**src/rtl/serial_word_comparator_pkg.sv**
```systemverilog
// Purpose : shared state encoding and elaboration helpers for the serial word comparator.
// Latency : n/a (types and constant functions only).
// Backpressure: n/a.
`ifndef SERIAL_WORD_COMPARATOR_PKG_SV
`define SERIAL_WORD_COMPARATOR_PKG_SV

package serial_word_comparator_pkg;

    typedef enum logic [1:0] {
        IDLE = 2'd0,
        RUN  = 2'd1,
        DONE = 2'd2
    } state_t;

    // Ceiling log2 for elaboration-time width math; returns at least 1 so that
    // an index bus never collapses to zero bits.
    function automatic int sw_clog2(input int value);
        int result;
        result = 0;
        while ((1 << result) < value) begin
            result = result + 1;
        end
        if (result < 1) begin
            result = 1;
        end
        return result;
    endfunction

endpackage

`endif

```
**src/rtl/serial_word_comparator_cmp2.sv**
```systemverilog
// Purpose : 2-bit equality cell, z=1 iff x==y.
// Latency : combinational.
// Backpressure: none.
// Ports   : x, y - 2-bit operands; z - equality flag.
module comparator2bit (
    input  logic [1:0] x,
    input  logic [1:0] y,
    output logic       z
);

    assign z = (x == y);

endmodule

```
**src/rtl/serial_word_comparator.sv**
```systemverilog
// Purpose : multi-cycle WIDTH-bit equality compare, one 2-bit pair per clock.
// Latency : start accepted on E0, done pulses in the cycle after E(NPAIR).
// Backpressure: start is ignored while busy; accepted only in IDLE or DONE.
// Ports   : clk/rst (async active-high); start, a, b in; busy, done, equal,
//           first_diff (lowest mismatching pair), diff_count (mismatching pairs) out.
module serial_word_comparator
    import serial_word_comparator_pkg::*;
#(
    parameter  int WIDTH = 8,
    localparam int NPAIR = WIDTH / 2,
    localparam int IDX_W = sw_clog2(NPAIR)
) (
    input  logic             clk,
    input  logic             rst,
    input  logic             start,
    input  logic [WIDTH-1:0] a,
    input  logic [WIDTH-1:0] b,
    output logic             busy,
    output logic             done,
    output logic             equal,
    output logic [IDX_W-1:0] first_diff,
    output logic [IDX_W:0]   diff_count
);

    localparam logic [IDX_W-1:0] LAST_PIDX = IDX_W'(NPAIR - 1);

    if ((WIDTH % 2) != 0 || WIDTH < 4) begin : g_bad_width
        $error("serial_word_comparator: WIDTH must be even and >= 4");
    end

    state_t             state_q;
    state_t             state_d;
    logic [WIDTH-1:0]   sa;
    logic [WIDTH-1:0]   sb;
    logic [IDX_W-1:0]   pidx;
    logic [IDX_W:0]     acc_cnt;
    logic [IDX_W-1:0]   acc_first;
    logic               seen;
    logic               pair_eq;
    logic               accept;
    logic               last_pair;
    logic [IDX_W:0]     cnt_next;
    logic [IDX_W-1:0]   first_next;

    comparator2bit u_cmp2 (
        .x (sa[1:0]),
        .y (sb[1:0]),
        .z (pair_eq)
    );

    // Operands are only taken when the engine is free: IDLE, or DONE for back-to-back.
    assign accept    = start && (state_q == IDLE || state_q == DONE);
    assign last_pair = (pidx == LAST_PIDX);

    // Accumulator values including the pair currently on the comparator, so the
    // final edge can publish results that already account for the last pair.
    assign cnt_next   = acc_cnt + {{IDX_W{1'b0}}, ~pair_eq};
    assign first_next = (!pair_eq && !seen) ? pidx : acc_first;

    always_comb begin
        state_d = state_q;
        case (state_q)
            IDLE:    if (start) state_d = RUN;
            RUN:     if (last_pair) state_d = DONE;
            DONE:    state_d = start ? RUN : IDLE;
            default: state_d = IDLE;
        endcase
    end

    assign busy = (state_q == RUN);
    assign done = (state_q == DONE);

    always_ff @(posedge clk or posedge rst) begin
        if (rst) begin
            state_q <= IDLE;
        end else begin
            state_q <= state_d;
        end
    end

    always_ff @(posedge clk or posedge rst) begin
        if (rst) begin
            sa         <= '0;
            sb         <= '0;
            pidx       <= '0;
            acc_cnt    <= '0;
            acc_first  <= '0;
            seen       <= 1'b0;
            equal      <= 1'b0;
            first_diff <= '0;
            diff_count <= '0;
        end else if (accept) begin
            sa        <= a;
            sb        <= b;
            pidx      <= '0;
            acc_cnt   <= '0;
            acc_first <= '0;
            seen      <= 1'b0;
        end else if (state_q == RUN) begin
            sa        <= {2'b00, sa[WIDTH-1:2]};
            sb        <= {2'b00, sb[WIDTH-1:2]};
            acc_cnt   <= cnt_next;
            acc_first <= first_next;
            seen      <= seen | ~pair_eq;
            if (last_pair) begin
                // Results stay put until the next completion; a new start does not clear them.
                equal      <= (cnt_next == '0);
                first_diff <= first_next;
                diff_count <= cnt_next;
            end else begin
                pidx <= pidx + 1'b1;
            end
        end
    end

endmodule

```
**config.mk**
```make
export PLATFORM = sky130hd
export DESIGN_NAME = serial_word_comparator
export DESIGN_NICKNAME = d
export VERILOG_FILES = /design/src/rtl/serial_word_comparator_pkg.sv /design/src/rtl/serial_word_comparator_cmp2.sv /design/src/rtl/serial_word_comparator.sv
export SDC_FILE = /design/constraint.sdc
export NUM_CORES = 1
export LEC_CHECK = 0
export ABC_AREA = 1
export BUFFER_PORTS_ARGS = -buffer_cell sky130_fd_sc_hd__buf_2
export CORE_UTILIZATION = 55
export CTS_CLUSTER_DIAMETER = 50
export CTS_CLUSTER_SIZE = 30
export DETAILED_ROUTE_END_ITERATION = 16
export PLACE_DENSITY = 0.77
export REMOVE_ABC_BUFFERS = 1
export SLEW_MARGIN = 40
export SYNTH_ARGS = -nofsm -noshare
export SYNTH_HDL_FRONTEND = slang
export SYNTH_SLANG_ARGS = --single-unit
```
**constraint.sdc**
```tcl
create_clock -name clk -period 3.9 [get_ports clk]
set_input_delay 0.78 -clock clk [delete_from_list [all_inputs] [get_ports clk]]
set_output_delay 0.78 -clock clk [all_outputs]
set_load 0.05 [all_outputs]
```
==> metrics.csv <==
stage,metric,value,unit
floorplanning,core,2540,µm²
placed_design,portBuffers,26,
layout,fill_cells,205,
worst_setup_path,arrival,1.27,ns
timing,setup_violations,0,
worst_setup_path,path_class,reg2out,
clock_network,cts_buffers,5,
layout,finalInstanceArea,1730,µm²
floorplanning,row_count,18,
floorplanning,io_pins,27,
detailed_routing,firstDrtPassIters,5,
floorplanning,dieArea,2980,µm²
timing,finalHoldViolations,0,
floorplanning,die_w,54.6,µm
worst_setup_path,crit_fanout,6,
global_route,grt_pass1_wl,4.25,mm
clock_network,cts_resized,0,
global_route,grt_max_degree,33,
timing,fin_crit_sh,52.6,%
synth,synth.ff_latch_count,32,
power,p_total,0.00155,W
power,p_leak,0.888,nW
clock_network,clk_pin_slew_worst_paths,0.10,ns
detailed_routing,remaining_drc_errors,0,
power,ir_worst_vdd,562,µV
worst_setup_path,end_kind,primary output,
detailed_routing,wl,2.47,mm
global_route,grt_pass1_vias,1056,
timing,fmax,487,MHz
power,p_per_area,897,nW/µm²
clock_network,root_buffer,clkbuf_4,
synth,yosysWarnings,0,
clock_network,cts_tree,built,
clock_network,postCtsHoldBufs,0,
placed_design,dp_hpwl,1.77,mm
worst_setup_path,r2r_slack,2.26,ns
placed_design,post_dp_cell_area,1660,µm²
detailed_routing,vias_per_cell,5.13,
timing,worst_pin_slew,0.393,ns
layout,antennaDiodeCount,0,
flow_run,drv_cap,0,
timing,fin_skew,0.00389,ns
clock_network,clk_path_buf_depth,2,
synth,synth_area,1520,µm²
global_route,grt_antenna_before_repair,0,
timing,slew_headroom,73.8,%
detailed_routing,vias,1104,
clock_network,cts_setup_buffers,0,
floorplanning,die_y,54.6,µm
synth,synthCells,154,
synth,syn-mean-instance-area,9.88,µm²
layout,area_delta_synth_final,13.4,%
worst_setup_path,critPathRequiredTime,3.12,ns
synth,synth_cell_types,22,
worst_hold_path,min_path_type,reg2reg,
status,status,"complete, no violations",
layout,final_core_util,67.8,%
global_route,grt-ovfl-total,0,
detailed_routing,drt_iter0_markers,19,
clock_network,cts.sinks,32,
detailed_routing,antenna_left,0,
timing,min_period,2.05,ns
timing,final_max_slew_viol_count,0,
clock_network,h-tree-depth,2,
timing,final.setup.tns,0,ns
placed_design,gp_congestion,0.827,
worst_setup_path,start_kind,flip-flop,
layout,fin_nets,206,
synth,synth_seq_area_share,52.6,%
layout,drive_above_1_share,32.4,%
detailed_routing,route.detailed.wl_per_inst,11.5,µm
global_route,grt.total_usage,21.0,%
clock_network,insertion_delay,0.33,ns
floorplanning,start_util,59.8,%
timing,rsz0062_at_grt,no,
==> routing by layer <==
| layer | track usage, % | part of all wire (%) |
|---|---|---|
| met1 | 22.6 | 44 |
| met2 | 36.5 | 50 |
| met3 | 8.33 | 4.9 |
| met4 | 7.69 | 1.2 |
| met5 | 0 | 0 |
==> registers in the layout, summed over array words and instances, names as in the netlist <==
| name | count |
|---|---|
| pidx | 2 |
| sa | 8 |
| equal | 1 |
| sb | 8 |
| acc_first | 2 |
| diff_count | 3 |
| acc_cnt | 3 |
| seen | 1 |
| state_q | 2 |
| first_diff | 2 |
==> cell type report <==
cell class	instances	area [µm²]	share of cell area [%]
Clock buffer	6	51.3	2.97
Multi-Input combinational cell	88	567	32.9
Sequential cell	32	801	46.4
Tap cell	30	37.5	2.18
Clock inverter	2	10.0	0.580
Inverter	30	121	7.03
Timing Repair Buffer	27	138	7.98
==> kinds of logic after synthesis <==
family,share of synthesized area (%)
DFF,52.6
buffers and inverters,10.1
xor gates and xnor gates,0.576
and+or+nand+nor,17.1
adders and majority gates,2.47
AOI/OAI and AO/OA,17.1
==> worst paths after layout <==
check	cells past startpoint	start	end
max	2	state_q[1]	busy
min	2	first_diff[1]	first_diff[1]
max reg2reg	9	sa[0]	equal
min reg2reg	2	first_diff[1]	first_diff[1]
max in group asynchronous	3	rst	sb[4]
min in group asynchronous	3	rst	acc_cnt[2]
==> report_power, final <==
group | total [W] | switching [W] | internal (W) | leakage [nW]
clock network | 0.000196 | 0.000110 | 0.0000857 | 0.0380
logic | 0.000804 | 0.000552 | 0.000252 | 0.447
registers | 0.000547 | 0.0000656 | 0.000482 | 0.402
==> placed cells by master, fill, tap and decap left out, types with 3 or more instances in the layout <==
cell,instances
buf_2,26
clkbuf_4,5
clkinv_2,3
dfrtp_1,32
ha_1,3
inv_1,22
inv_2,6
nand2_1,41
nand3_1,9
o21ai_1,11
o21ai_2,5
o221ai_1,4
o221ai_2,7
==> cells in the mapped netlist, drive strengths merged <==
| library cell | count | area share, % |
|---|---|---|
| nand2 | 44 | 13 |
| dfrtp | 32 | 53 |
| inv | 29 | 7.6 |
| o21ai | 17 | 7.6 |
| o221ai | 11 | 9.2 |
| nand3 | 9 | 3.0 |
| buf | 4 | 2.1 |
| ha | 3 | 2.5 |
| nor2 | 2 | 1.6 |
| a21oi | 1 | 0.33 |
| clkinv | 1 | 0.33 |
| xnor2 | 1 | 0.58 |
==> critical path, cell delays in order, from the launching register on <==
cell and delay (ns):
dfrtp_1 0.45, nor2_8 0.20, buf_2 0.29
==> metrics by stage <==
| stage | std cells | worst slack, ns | hold slack, ns |
|---|---|---|---|
| floorplan | 150 | 2.00 | 0.449 |
| global placement | 207 | 2.22 | 0.460 |
| detailed placement | 207 | 2.21 | 0.464 |
| CTS | 215 | 1.84 | 0.489 |
| global route | 215 | 1.79 | 0.519 |
| finish | 215 | 1.85 | 0.486 |
Power figures use the tool's default switching activity.
